==> config.mk <==
export PLATFORM = sky130hd
export DESIGN_NAME = instruction_fetch_unit
export DESIGN_NICKNAME = d
export VERILOG_FILES = /design/src/rtl/instruction_fetch_unit.sv
export SDC_FILE = /design/constraint.sdc
export NUM_CORES = 1
export LEC_CHECK = 0
export CAP_MARGIN = 15
export CELL_PAD_IN_SITES_DETAIL_PLACEMENT = 1
export CELL_PAD_IN_SITES_GLOBAL_PLACEMENT = 1
export CORE_ASPECT_RATIO = 1.75
export CORE_MARGIN = 5
export CORE_UTILIZATION = 45
export DETAILED_ROUTE_END_ITERATION = 8
export PLACE_DENSITY_LB_ADDON = 0.25
export SYNTH_ARGS = -nofsm -noshare
export SYNTH_HDL_FRONTEND = slang
export SYNTH_SLANG_ARGS = --single-unit
==> constraint.sdc <==
create_clock -name clock -period 5.4 [get_ports clock]
set_clock_uncertainty 0.15 [all_clocks]
set_input_delay 1.08 -clock clock [delete_from_list [all_inputs] [get_ports clock]]
set_output_delay 1.08 -clock clock [all_outputs]
set_load 0.005 [all_outputs]
==> src/rtl/instruction_fetch_unit.sv <==
// Instruction fetch unit: owns the fetch program counter, keeps exactly one
// instruction read in flight, buffers returned words in a small queue and
// hands the queue head to the controller as a decoded instruction register.
module instruction_fetch_unit #(
    parameter int                       ADDRESS_WIDTH = 16,
    parameter int                       QUEUE_DEPTH   = 2,
    parameter logic [ADDRESS_WIDTH-1:0] RESET_ADDRESS = '0
) (
    input  logic                     clock,
    input  logic                     reset,
    output logic [ADDRESS_WIDTH-1:0] memory_address,
    output logic                     memory_read_request,
    input  logic                     memory_read_valid,
    input  logic [15:0]              memory_read_data,
    input  logic                     instruction_write_enable,
    output logic                     instruction_ready,
    input  logic                     redirect_enable,
    input  logic [ADDRESS_WIDTH-1:0] redirect_address,
    output logic [3:0]               instruction_operation,
    output logic [3:0]               instruction_destination,
    output logic [3:0]               instruction_operation_extra,
    output logic [3:0]               instruction_source,
    output logic [7:0]               instruction_immediate,
    output logic [ADDRESS_WIDTH-1:0] program_counter
);

    localparam int PTR_W = $clog2(QUEUE_DEPTH);
    localparam int CNT_W = PTR_W + 1;
    localparam logic [CNT_W-1:0] FULL_COUNT = CNT_W'(QUEUE_DEPTH);

    typedef enum logic [1:0] {
        STATE_IDLE,
        STATE_REQUEST,
        STATE_WAIT,
        STATE_DROP
    } state_t;

    state_t                   state_q, state_d;
    logic [ADDRESS_WIDTH-1:0] fetchPc_q, fetchPc_d;
    logic [15:0]              queueData_q [QUEUE_DEPTH];
    logic [ADDRESS_WIDTH-1:0] queueAddr_q [QUEUE_DEPTH];
    logic [PTR_W-1:0]         writePtr_q;
    logic [PTR_W-1:0]         readPtr_q;
    logic [CNT_W-1:0]         count_q;
    logic [CNT_W-1:0]         countAfter;
    logic [15:0]              instr_q;
    logic [ADDRESS_WIDTH-1:0] pc_q;
    logic                     pushEn;
    logic                     popEn;

    // Push only a response that belongs to the live request; pop only a
    // present head, and never while a redirect is throwing the queue away.
    always_comb begin
        pushEn     = (state_q == STATE_WAIT) && memory_read_valid && !redirect_enable;
        popEn      = instruction_write_enable && (count_q != '0) && !redirect_enable;
        countAfter = count_q + CNT_W'(pushEn) - CNT_W'(popEn);
    end

    // Next fetch address: a redirect wins, otherwise advance past each word
    // that actually lands in the queue (wrapping naturally at the top).
    always_comb begin
        fetchPc_d = fetchPc_q;
        if (redirect_enable) begin
            fetchPc_d = redirect_address;
        end else if (pushEn) begin
            fetchPc_d = fetchPc_q + ADDRESS_WIDTH'(1);
        end
    end

    // Next-state logic; DROP swallows the response of a read that a
    // redirect made stale so that only one read is ever outstanding.
    always_comb begin
        state_d = state_q;
        case (state_q)
            STATE_IDLE: begin
                if (redirect_enable || (count_q < FULL_COUNT)) begin
                    state_d = STATE_REQUEST;
                end
            end
            STATE_REQUEST: begin
                state_d = redirect_enable ? STATE_DROP : STATE_WAIT;
            end
            STATE_WAIT: begin
                if (redirect_enable) begin
                    state_d = memory_read_valid ? STATE_REQUEST : STATE_DROP;
                end else if (memory_read_valid) begin
                    state_d = (countAfter < FULL_COUNT) ? STATE_REQUEST : STATE_IDLE;
                end
            end
            STATE_DROP: begin
                if (memory_read_valid) begin
                    state_d = STATE_REQUEST;
                end
            end
            default: state_d = STATE_IDLE;
        endcase
    end

    // State and fetch counter registers.
    always_ff @(posedge clock or negedge reset) begin
        if (!reset) begin
            state_q   <= STATE_IDLE;
            fetchPc_q <= RESET_ADDRESS;
        end else begin
            state_q   <= state_d;
            fetchPc_q <= fetchPc_d;
        end
    end

    // Circular instruction queue holding {word, address}; a redirect empties it.
    always_ff @(posedge clock or negedge reset) begin
        if (!reset) begin
            for (int i = 0; i < QUEUE_DEPTH; i++) begin
                queueData_q[i] <= '0;
                queueAddr_q[i] <= '0;
            end
            writePtr_q <= '0;
            readPtr_q  <= '0;
            count_q    <= '0;
        end else if (redirect_enable) begin
            writePtr_q <= '0;
            readPtr_q  <= '0;
            count_q    <= '0;
        end else begin
            if (pushEn) begin
                queueData_q[writePtr_q] <= memory_read_data;
                queueAddr_q[writePtr_q] <= fetchPc_q;
                writePtr_q              <= writePtr_q + PTR_W'(1);
            end
            if (popEn) begin
                readPtr_q <= readPtr_q + PTR_W'(1);
            end
            count_q <= countAfter;
        end
    end

    // Instruction register and its address, loaded from the head on a fetch strobe.
    always_ff @(posedge clock or negedge reset) begin
        if (!reset) begin
            instr_q <= '0;
            pc_q    <= '0;
        end else if (popEn) begin
            instr_q <= queueData_q[readPtr_q];
            pc_q    <= queueAddr_q[readPtr_q];
        end
    end

    // Memory interface, queue status and decoded instruction fields.
    always_comb begin
        memory_read_request         = (state_q == STATE_REQUEST);
        memory_address              = fetchPc_q;
        instruction_ready           = (count_q != '0);
        instruction_operation       = instr_q[15:12];
        instruction_destination     = instr_q[11:8];
        instruction_operation_extra = instr_q[7:4];
        instruction_source          = instr_q[3:0];
        instruction_immediate       = instr_q[7:0];
        program_counter             = pc_q;
    end

endmodule

Word level (Yosys, flattened, before mapping)
Cells that the tools add are included.
- mux-type cells: 25
- divide/modulo/power cells: 0
- multipliers: 0
- shift-type cells: 0
- bitwise logic cells: 3
- order comparisons: 5
- add/sub/neg operators: 5
- reductions and logical operators: 13
- eq/ne operators: 6
- operators with widths (kind ; count):
    $mux 16 ; 9
    $bwmux 32 ; 2
    $add 16x1->16 const B ; 1
    $demux 16 s1 ; 1
    $mux 2 ; 6
    $pmux 2 s4 ; 1
    $mux 1 ; 6
    $reduce_bool 2->1 ; 3
    $logic_and 1x1->1 ; 5
    $eq 2x2->1 const B ; 2
    $ge 2x2->1 const B ; 2
    $lt 2x2->1 const B ; 2
    $ne 2x2->1 const B ; 2
    $not 1->2 ; 2
    $ne 3x3->1 const B ; 1
    $reduce_and 3->1 ; 1
    $add 1x1->1 const B ; 2
    $add 2x1->2 ; 1
    $eq 2x1->1 const B ; 1
    $logic_not 2->1 ; 1
    $lt 2x1->1 const B ; 1
    $reduce_and 2->1 ; 1
    $sub 2x1->2 ; 1
    $logic_not 1->1 ; 1
    other kinds (2) ; 2
- input bits: 37
- memories: 0
- RAM bits: 0
- bits in latches: 0
- bits in read-only memories: 0
- flip-flop bits (word level): 118

Depth between registers and ports, before layout
- word-level depth: 10
- mapped depth: 11
- depth with buffers taken out: 10

Least setup slack after synthesis
OpenSTA, ideal clock, no wires.
- kind: input-to-reg
- from: in redirect_enable
- to: reg state_q[0]
- buffers on the path: 3
- path slack: 2088 ps
- setup time: 125 ps
- arrival: 3037 ps
- required time: 5125 ps
- stages on the path: 11
- cells stage by stage: buf_2 nor2_1 clkbuf_1 buf_1 ha_1 inv_1 ha_1 xnor3_1 o21ai_0 nand3_1 mux2_2
- elaborated cells on any way between the ends: 15
- RTL lines (element ; line ; source):
    start: declaration ; 17 ; input logic redirect_enable,
    $logic_not 1->1 ; 55 ; popEn = instruction_write_enable && (count_q != '0) && !redirect_enable;
    $logic_and 1x1->1 ; 55 ;
    named net popEn ; 49 ; logic popEn;
    $sub 2x1->2 ; 56 ; countAfter = count_q + CNT_W'(pushEn) - CNT_W'(popEn);
    $lt 2x2->1 ; 87 ; state_d = (countAfter < FULL_COUNT) ? STATE_REQUEST : STATE_IDLE;
    $mux 1 ; 87 ;
    $mux 2 ; 86 ; end else if (memory_read_valid) begin
    $mux 2 ; 84 ; if (redirect_enable) begin
    $pmux 2 s4 ; 74 ; case (state_q)
    end signal: assignment ; 105 ; state_q <= state_d;
    end: declaration ; 38 ; state_t state_q, state_d;
The timed path passes the listed nets, and every way through them passes these cells. The select of a mux whose other input is x is not followed.
A chain may end at the register's enable or synchronous reset.

Final worst setup path
- from: in redirect_enable
- to: reg state_q[0]
- longest elaborated chain between the ends: 9
- elaborated cells on any way between the ends: 15
- RTL lines (element ; line ; source):
    $logic_not 1->1 ; 54, 55 ;
    $logic_and 1x1->1 ; 54 ; pushEn = (state_q == STATE_WAIT) && memory_read_valid && !redirect_enable;
    $add 2x1->2 ; 56 ;
    $sub 2x1->2 ; 56 ;
    $lt 2x2->1 ; 87 ;
    $mux 1 ; 87 ;
    $mux 2 ; 86 ;
    $mux 2 ; 84 ;
    $pmux 2 s4 ; 74 ;
Several ways; a longest one is shown, not always the timed one. The select of a mux whose other input is x is not followed.

==> impl_metrics.yaml <==
status:
  outcome: "completed"
synth:
  synth-seq-cells: 118
  syn_inst: 424
  yosys-top-cells-count: "118 x dfrtp_1, 53 x mux2_2, 42 x nor2_1, 34 x mux2i_1, 33 x a21oi_1"
  netlist.area_leader.share: 0.569
  ys.flop_type: "dfrtp_1"
  synth_nets: 468
  synth_edf_count: 0
  seq_area_frac_synth: 0.569
  synth.top_cells.by_area: "dfrtp_1 57%, mux2_2 12%, mux2i_1 6.6%"
  yosys.cell_types.count: 36
  yosysTopAreaCell: "dfrtp_1"
  yosysMostFrequentCell: "dfrtp_1"
  ys_warn_count: 0
  netlist_area_mm2: 0.00518
  synthesis.area_per_instance_um2: 12.2
  synth-async-reset-ratio: 1.00
clocking:
  clockRootBuffer: "clkbuf_16"
  clock-sinks: 118
  hold_buffers: 0
  cts_resized: 0
  cts_buffer_depth: 2
  post-cts-setup-buffers: 0
  tritoncts: "done"
  cts_inserted_buffers: 17
  clk_latency_ns: 0.41
  h-tree-depth: 4
  clk_pin_slew_worst_paths_ns: 0.06
grt:
  grt_pass1_vias: 4031
  met1_usage: 0.209
  grt_use_met3: 0.0445
  busiest_layer: "met2"
  overflow: 0
  grt_pass1_wl_um: 20600
  grt_use_total: 0.187
  grt_start_max_net_pins: 65
  grt_util_met2: 0.336
  antenna_found_initial: 0
timing:
  fin_crit_ns: 3.36
  tightest_slew_ns: 1.02
  slew_viol_final: 0
  rsz0062_at_grt: "false"
  period_share: 0.622
  setup_viol: 0
  max_freq_ghz: 0.298
  slew_headroom: 0.319
  setup_tns_ns: 0
  hold_viol: 0
  fin_ws_ns: 2.04
floorplan:
  core_mm2: 0.0115
  boundaryPins: 95
  die_h_um: 152
  initial_core_util: 0.453
  die_area_mm2: 0.0139
  std_cell_rows: 52
  die_w_um: 91.1
worst_setup_path:
  cp-start-kind: "input pin"
  crit_fanout: 35
  endpoint: "state_q[0]"
  end_kind: "flip-flop"
  crit_required_ns: 5.54
  critPathKind: "in -> reg"
  ff2ff_setup_slack_ns: 2.67
  arrival_ns: 3.50
  startpoint: "redirect_enable"
  r2r_cells: 10
  r2r_end: "state_q[0]"
  regToRegStartpoint: "state_q[0]"
place:
  io_buffers: 94
  place_ws_ns: 1.68
  dpl.hpwl_um: 7960
  routabilityCongestion: 0.806
  postPlaceCellArea_mm2: 0.00618
drt:
  drt_iter0_markers: 123
  firstDrtPassIters: 7
  ant_nets: 0
  vias: 3550
  totalWireLength_um: 12200
  via_per_inst: 5.40
  drc: 0
  routedWlPerCell_um: 18.6
job:
  max_cap_viol_count: 0
layout:
  finish.utilization: 0.592
  diodes: 0
  nFillCells: 1186
  drive_gt1_frac: 0.187
  finish.instance_area_mm2: 0.00678
  syn_to_final_growth_pct: 30.7
  fin_nets: 554
power_and_ir_drop:
  p_leak_uw: 0.00296
  ir_drop_mv: 0.275
  p_per_area_mw_per_mm2: 497
min_path:
  hp-start: "queueData_q[19]"
  hold_class: "reg -> reg"
==> kinds of logic after synthesis <==
group                    after synthesis  share of synthesized area
AO/OA/AOI/OAI                         54                     0.0548
XOR/XNOR                              15                     0.0280
adder cells (fa/ha/maj)                7                     0.0169
buffers and inverters                 38                     0.0367
flip-flops                           118                      0.569
multiplexers                         100                      0.209
AND/OR/NAND/NOR                       92                     0.0852
==> area by class of cell <==
class	instances	area [µm²]	share of cell area
clock buffer	22	474	0.0700
clock inverter	10	128	0.0188
inverter	6	22.5	0.00332
multi-input combinational	268	2050	0.303
sequential	118	2950	0.436
tap	135	169	0.0249
timing repair buffer	99	976	0.144
==> metal layers <==
metal / vias to the layer above / wire length (µm) / part of all wire
li1: 1663 / - / -
met1: 1793 / 4840 / 0.39
met2: 80 / 6830 / 0.56
met3: 14 / 417 / 0.034
met4: 0 / 160 / 0.013
met5: - / 0 / 0
==> critical path: stages <==
cell and delay, ns:
clkdlybuf4s50_1 0.45, buf_4 0.33, inv_2 0.18, nand3_1 0.19, ha_1 0.26, inv_1 0.06
ha_1 0.14, xnor3_1 0.23, o21ai_0 0.21, nand3_1 0.10, mux2_2 0.26
==> cell usage in the layout, fill, tap and decap left out, types with 2 or more instances in the layout <==
| cell | n |
|---|---|
| nor2_1 | 41 |
| inv_1 | 5 |
| dfrtp_1 | 117 |
| nor2_4 | 2 |
| nor4_1 | 3 |
| nand2_1 | 20 |
| a21oi_1 | 33 |
| clkinv_2 | 6 |
| a31oi_1 | 2 |
| bufinv_16 | 3 |
| nand4_1 | 9 |
| o21ai_1 | 10 |
| nand3_1 | 8 |
| clkdlybuf4s50_1 | 93 |
| ha_1 | 7 |
| clkbuf_16 | 17 |
| mux2_1 | 13 |
| clkbuf_1 | 2 |
| mux2i_1 | 34 |
| mux2_2 | 53 |
| xnor2_1 | 4 |
| clkbuf_8 | 3 |
| xor2_1 | 10 |
| o21ai_0 | 6 |
| buf_4 | 6 |
==> registers in the layout, indices dropped and copies added (netlist names) <==
register	cells
writePtr_q	1
queueData_q	32
count_q	2
state_q	2
queueAddr_q	32
program_counter	16
readPtr_q	1
memory_address	16
instr_q	16
==> power breakdown <==
| part | internal, µW | leakage, µW | switching [µW] | total (µW) |
|---|---|---|---|---|
| sequential | 1170 | 0.00151 | 209 | 1380 |
| combinational | 538 | 0.00115 | 320 | 858 |
| clock | 757 | 0.000299 | 376 | 1130 |
| total | 2460 | 0.00296 | 905 | 3370 |
==> per-stage QoR <==
stage | hold WS [ns] | std cells | power (µW)
2_1_floorplan | 0.307 | 424 | 1780
3_3_place_gp | 0.316 | 626 | 2190
3_5_place_dp | 0.329 | 626 | 2250
4_1_cts | 0.341 | 658 | 3420
5_1_grt | 0.357 | 658 | 3570
6_report | 0.338 | 658 | 3370
==> how the worst min path moves through the flow <==
stage,to,slack (ns),cells after the start
after detailed placement,queueData_q[18],0.33,1
after global routing,queueData_q[17],0.36,1
after floorplan,queueAddr_q[20],0.31,1
after global placement,queueData_q[21],0.32,1
after CTS,queueData_q[19],0.34,1
final,queueData_q[19],0.34,1
Note: power is estimated with default switching activity, not from simulation.
